$ cat src/rtl/multdiv_sequencer.sv
// Sequencer beside the X stage for the multi-cycle multiplier/divider.
// It latches the operands, strobes the unit, stalls the front end and issues one writeback.
module multdiv_sequencer #(
  parameter int DATA_WIDTH   = 32,
  parameter int TIMEOUT      = 40,
  parameter int RSTATUS_REG  = 30,
  parameter int MUL_EXC_CODE = 4,
  parameter int DIV_EXC_CODE = 5
) (
  input  logic                  clock,
  input  logic                  reset,
  input  logic                  dx_is_mult,
  input  logic                  dx_is_div,
  input  logic [DATA_WIDTH-1:0] dx_operand_a,
  input  logic [DATA_WIDTH-1:0] dx_operand_b,
  input  logic [4:0]            dx_rd,
  input  logic                  flush,
  input  logic [DATA_WIDTH-1:0] md_result,
  input  logic                  md_ready,
  input  logic                  md_exception,
  output logic                  md_ctrl_mult,
  output logic                  md_ctrl_div,
  output logic [DATA_WIDTH-1:0] md_data_a,
  output logic [DATA_WIDTH-1:0] md_data_b,
  output logic                  stall,
  output logic                  wb_valid,
  output logic [4:0]            wb_reg,
  output logic [DATA_WIDTH-1:0] wb_data,
  output logic [1:0]            fsm_state
);

  localparam int CW = $clog2(TIMEOUT + 1);
  localparam logic [CW-1:0]         LAST_BUSY = CW'(TIMEOUT - 1);
  localparam logic [CW-1:0]         SAT_VAL   = CW'(TIMEOUT);
  localparam logic [4:0]            RS_REG    = 5'(RSTATUS_REG);
  localparam logic [DATA_WIDTH-1:0] MUL_CODE  = DATA_WIDTH'(MUL_EXC_CODE);
  localparam logic [DATA_WIDTH-1:0] DIV_CODE  = DATA_WIDTH'(DIV_EXC_CODE);

  typedef enum logic [1:0] {IDLE = 2'd0, START = 2'd1, BUSY = 2'd2, DONE = 2'd3} state_t;

  state_t          state_q, state_d;
  logic            op_mul_q;
  logic [4:0]      rd_q;
  logic [CW-1:0]   count_q;
  logic            req;
  logic            finish;
  logic            exc_now;

  assign fsm_state = state_q;
  // Completion without md_ready can only be the timeout, which is forced to an exception.
  assign exc_now = !md_ready || md_exception;

  always_comb begin
    state_d      = state_q;
    stall        = 1'b0;
    md_ctrl_mult = 1'b0;
    md_ctrl_div  = 1'b0;
    finish       = 1'b0;
    // Gated by reset so stall is low while reset is held, even with a live request.
    req          = (dx_is_mult || dx_is_div) && !flush && reset;
    case (state_q)
      IDLE: begin
        stall = req;
        if (req) state_d = START;
      end
      START: begin
        stall        = 1'b1;
        md_ctrl_mult = op_mul_q && !flush;
        md_ctrl_div  = !op_mul_q && !flush;
        state_d      = flush ? IDLE : BUSY;
      end
      BUSY: begin
        stall = 1'b1;
        if (flush) begin
          state_d = IDLE;
        end else if (md_ready || (count_q == LAST_BUSY)) begin
          finish  = 1'b1;
          state_d = DONE;
        end
      end
      DONE: state_d = IDLE;
      default: state_d = IDLE;
    endcase
  end

  always_ff @(posedge clock or negedge reset) begin
    if (!reset) begin
      state_q   <= IDLE;
      op_mul_q  <= 1'b0;
      rd_q      <= '0;
      count_q   <= '0;
      md_data_a <= '0;
      md_data_b <= '0;
      wb_valid  <= 1'b0;
      wb_reg    <= '0;
      wb_data   <= '0;
    end else begin
      state_q  <= state_d;
      wb_valid <= 1'b0;
      if (state_q == IDLE && req) begin
        md_data_a <= dx_operand_a;
        md_data_b <= dx_operand_b;
        rd_q      <= dx_rd;
        op_mul_q  <= dx_is_mult;
      end
      if (state_q == START) begin
        count_q <= '0;
      end else if (state_q == BUSY && count_q != SAT_VAL) begin
        count_q <= count_q + 1'b1;
      end
      if (finish) begin
        if (exc_now) begin
          wb_valid <= 1'b1;
          wb_reg   <= RS_REG;
          wb_data  <= op_mul_q ? MUL_CODE : DIV_CODE;
        end else begin
          wb_valid <= (rd_q != 5'd0);
          wb_reg   <= rd_q;
          wb_data  <= md_result;
        end
      end
    end
  end

endmodule

$ cat config.mk
export PLATFORM = sky130hd
export DESIGN_NAME = multdiv_sequencer
export DESIGN_NICKNAME = d
export VERILOG_FILES = /design/src/rtl/multdiv_sequencer.sv
export SDC_FILE = /design/constraint.sdc
export NUM_CORES = 1
export LEC_CHECK = 0
export ABC_AREA = 1
export CELL_PAD_IN_SITES_DETAIL_PLACEMENT = 2
export CELL_PAD_IN_SITES_GLOBAL_PLACEMENT = 2
export CORE_AREA = 2 2 100 150
export DETAILED_ROUTE_END_ITERATION = 7
export DIE_AREA = 0 0 102 152
export DONT_BUFFER_PORTS = 1
export HOLD_SLACK_MARGIN = 0.15
export MAX_ROUTING_LAYER = met4
export PLACE_DENSITY = 0.74
export SLEW_MARGIN = 10
export SYNTH_ARGS = -nofsm -noshare
export SYNTH_HDL_FRONTEND = slang
export SYNTH_SLANG_ARGS = --single-unit
$ cat constraint.sdc
create_clock -name clock -period 1.9 [get_ports clock]
set_input_delay 0.19 -clock clock [delete_from_list [all_inputs] [get_ports clock]]
set_output_delay 0.19 -clock clock [all_outputs]
set_load 0.02 [all_outputs]
## Yosys cells after proc, flatten, opt, wreduce, memory -nomap -nowiden

Cells that the tools add are included.
Widths: inputs -> output; s select.

| storage, ports and cells | value |
|---|---|
| bits in registers | 116 |
| output and inout bits | 107 |
| logic and storage cells | 52 |

| operators by class | value |
|---|---|
| add/sub/neg operators | 1 |
| equality and inequality tests | 7 |
| mux-type cells | 18 |
| reductions and logical operators | 17 |

Operator list:

| kind | number |
|---|---|
| $mux 32 | 1 |
| $mux 6 | 2 |
| $mux 1 | 8 |
| $mux 2 | 4 |
| $pmux 2 s4 | 1 |
| $add 6x1->6 const B | 1 |
| $eq 6x6->1 const B | 1 |
| $logic_and 1x1->1 | 6 |
| $ne 6x6->1 const B | 1 |
| $mux 5 | 1 |
| $reduce_bool 5->1 | 1 |
| $eq 2x2->1 const B | 2 |
| $logic_not 1->1 | 3 |
| $logic_or 1x1->1 | 3 |
| $ne 3x3->1 const B | 1 |
| $eq 2x1->1 const B | 1 |
| $logic_not 2->1 | 1 |
| $ne 2x2->1 const B | 1 |
| $pmux 1 s2 | 1 |
| $reduce_and 2->1 | 1 |
| $reduce_bool 2->1 | 1 |
| $reduce_or 2->1 | 1 |

## Longest topological paths before layout

| depth | value |
|---|---|
| word-level depth | 6 |
| gate-level depth with buffers | 10 |
| depth with buffers taken out | 8 |

## Worst setup path before layout

No wires, ideal clock.

| path | value |
|---|---|
| path kind | register to output |
| start | register state_q[0], in the netlist fsm_state[0] |
| end | output port stall |
| arrival time | 1.433 ns |
| setup slack | 0.277 ns |
| stages on the path, launching flop included | 6 |
| path buffers | 1 |
| cells stage by stage | dfrtp_1 -> inv_1 -> ha_1 -> nand3_2 -> clkbuf_1 -> a21oi_1 |

| between the ends | value |
|---|---|
| longest elaborated chain between the ends | 3 |
| elaborated cells on any way between the ends | 5 |
| classes of those cells | eq/ne: 2; mux: 1; reduce/logical: 2 |

Ends and longest elaborated chain:

| item | line | text |
|---|---|---|
| start, declared | 41 | `state_t state_q, state_d;` |
| start signal, assigned | 98 | `state_q <= state_d;` |
| $eq 2x1->1 or $eq 2x2->1 (tied branches) | 61 | `case (state_q)` |
| $reduce_or 2->1 (no line) | -- |  |
| $pmux 1 s2 (*) | 61 |  |
| end, declared | 25 | `output logic stall,` |

Every way passes the cells marked *; elsewhere a longest branch is shown, timed or not.

## Worst setup path in the final report

| path | value |
|---|---|
| start | register state_q[0], in the netlist fsm_state[0] |
| end | output port md_ctrl_mult |

| between the ends | value |
|---|---|
| longest elaborated chain between the ends | 2 |

Ends and longest elaborated chain:

| item | line | text |
|---|---|---|
| $eq 2x1->1 | 61 |  |
| $mux 1 | 61 |  |
| end, declared | 21 | `output logic md_ctrl_mult,` |

Every way passes these cells.

==> flow_summary.toml <==
[outcome]
outcome = "finished with violations"
violations = "hold timing"

[clock_network]
holdBufCountCts = 103
cts_max_path_buffers = 2
cts_buffers = 17
cts_tree = "yes"
clk_pin_slew_ns = 0.06
cts_htree_levels = 4
clock_sinks = 116
clk_latency_ns = 0.41
root_buffer = "clkbuf_16"

[timing]
hold_viol = 116
maxSlewViolCount = 0
setup_viol = 0
period_needed_ns = 1.87
worst_pin_slew_ns = 0.455
hold_slack_ns = -0.517
rsz0062_at_grt = "true"
post-route-period-util = 0.987
slew_headroom = 0.696
setup_ws_ns = 0.0253
fmax_mhz = 533
skew_ns = 0.00974

[drt]
dr_total_vias = 4141
wl_um = 16600
dr.pass1.iters = 6
via_per_inst = 4.79
drtIter0Drc = 52
ant_nets = 0
drc_errors = 0
wl_per_cell_um = 19.2

[floorplan]
io_pins = 215
design.core.area_um2 = 14300
start_util = 0.342
fp-row-count = 54
dieArea_um2 = 15500
die_h_um = 152
die_x_um = 102

[min_path]
min_path_type = "in2async"

[layout]
seq_area_um2 = 2900
syn_to_final_growth_pct = 37.9
multi_input_area_um2 = 1520
layout_commonest_cell = "nand2_1"
num-nets-final = 768
fillers = 1547
post_route_cells_drive_above_1_share = 0.0976
post-route-util = 0.472
layout_common_cells = "nand2_1 (161), dfrtp_1 (116), dlygate4sd3_1 (103)"
top_regs = "md_data_a: 32 flops, md_data_b: 32 flops, wb_data: 32 flops"

[power]
power_leakage_nw = 3.34
p_per_area_nw_per_um2 = 1590
vdd_ir_drop_max_mv = 0.632
p_int_mw = 6.37
p_switching_mw = 4.39
p_clk_frac = 0.311
switching_share = 0.408
p_seq_frac = 0.515
power_frac_comb = 0.174

[critical_path]
critPathRequiredTime_ns = 1.71
crit_path_start_kind = "flop"
max_stage_delay_ns = 0.38
end_kind = "output pin"
r2r_slack_ns = 0.19
crit_arrival_ns = 1.68
crit_chain = "buf_4, ha_1, nand2_1, nor2_1"
critPathMaxFanout = 5
slowest_stage = "nor2_1"
crit_type = "reg2out"

[synthesis]
ys_seq_area_frac = 0.592
synth_edf_count = 0
ys.flop_type = "dfrtp_1"
yosys.cell_types.count = 24
avgSynthCellArea_um2 = 8.96
mappedNetlistNets = 662
ys_async_sr_fraction = 1.00
yosys_warnings = 0
synth_cells = 547
synth.cell_area_um2 = 4900
yosys_register_bits = 116

[placement]
gp_congestion = 0.810
dpl.hpwl_um = 9360
io_buffers = 0
pre_cts_slack_ns = 0.264

[global_route]
antenna_found_initial = 2
grt-ovfl-total = 0
first_global_vias = 4976
grt_pass1_wl_um = 25800
grt_usage = 0.222
grt_max_degree = 118

[run]
max_cap_viol_count = 0
-- synthesized netlist by cell type (6+ instances only) --
cell	count	area, um2
clkbuf_1	6	22.5
o21ai_1	18	90.1
a21oi_1	6	30.0
o21ai_0	70	350
buf_6	6	67.6
nor2_1	17	63.8
dfrtp_1	116	2900
o21ai_2	20	175
inv_1	87	327
buf_2	12	60.1
ha_1	7	87.6
nand2_1	161	604
nand3_1	9	45.0
-- worst max-delay path: cells and delay by family (launching register included) --
kind	cells	cell delay, ns
and+or+nand+nor	2	0.50
DFF	1	0.35
adders and majority gates	1	0.27
buffers and inverters	1	0.17
-- final timing paths --
kind / start / end / cells past startpoint
min: reset / wb_data[12]$_DFFE_PN0P_ / 0
min reg2reg: rd_q[3]$_DFFE_PN0P_ / rd_q[3]$_DFFE_PN0P_ / 2
max reg2reg: fsm_state[0]$_DFFE_PN0P_ / wb_data[26]$_DFFE_PN0P_ / 8
max: fsm_state[0]$_DFFE_PN0P_ / md_ctrl_mult / 4
max in group asynchronous: reset / count_q[3]$_DFFE_PN0P_ / 0
min in group clock: flush / fsm_state[0]$_DFFE_PN0P_ / 4
-- layer usage --
metal,global-route usage,wire [um]
met5,-,0
met4,0.0952,462
met3,0.0607,1210
met2,0.408,9290
met1,0.210,5660
-- through the flow --
stage	total power, mW	area [um2]	std cells	setup TNS [ns]
5_1_grt	11.4	6760	864	-0.166
4_1_cts	10.7	6750	862	-0.0160
6_report	10.8	6760	864	0
3_3_place_gp	6.92	5100	726	0
2_1_floorplan	6.42	4900	547	0
3_5_place_dp	7.13	5100	726	0
-- timing repair --
item	4_1_cts	5_1_grt
hold endpoints to repair	219	116
setup buffers	1	0
cloned	0	0
resized for setup	0	0
endpoints found under the setup margin	3	2
-- power groups by stage --
stage / sequential (mW) / combinational [mW] / clock (mW)
global placement: 5.49 / 1.44 / 0
finish: 5.55 / 1.87 / 3.34
global route: 5.67 / 2.16 / 3.53
detailed placement: 5.52 / 1.61 / 0
floorplan: 5.22 / 1.19 / 0
CTS: 5.50 / 1.80 / 3.42
-- layout make-up --
class,instances,share of cell area
repair buffers,113,0.169
clock buffers,19,0.0655
clock inverters,13,0.0255
flip-flops and latches,116,0.429
multi-input cells,318,0.225
well taps,196,0.0363
diodes,2,0.000740
inverters,87,0.0483
-- cells by family after synthesis --
kind of cell / synth area share
buffers and inverters: 0.0991
AOI/OAI and AO/OA: 0.135
DFF: 0.592
and+or+nand+nor: 0.156
adders and majority gates: 0.0179
Note: power is estimated with default switching activity, not from simulation.
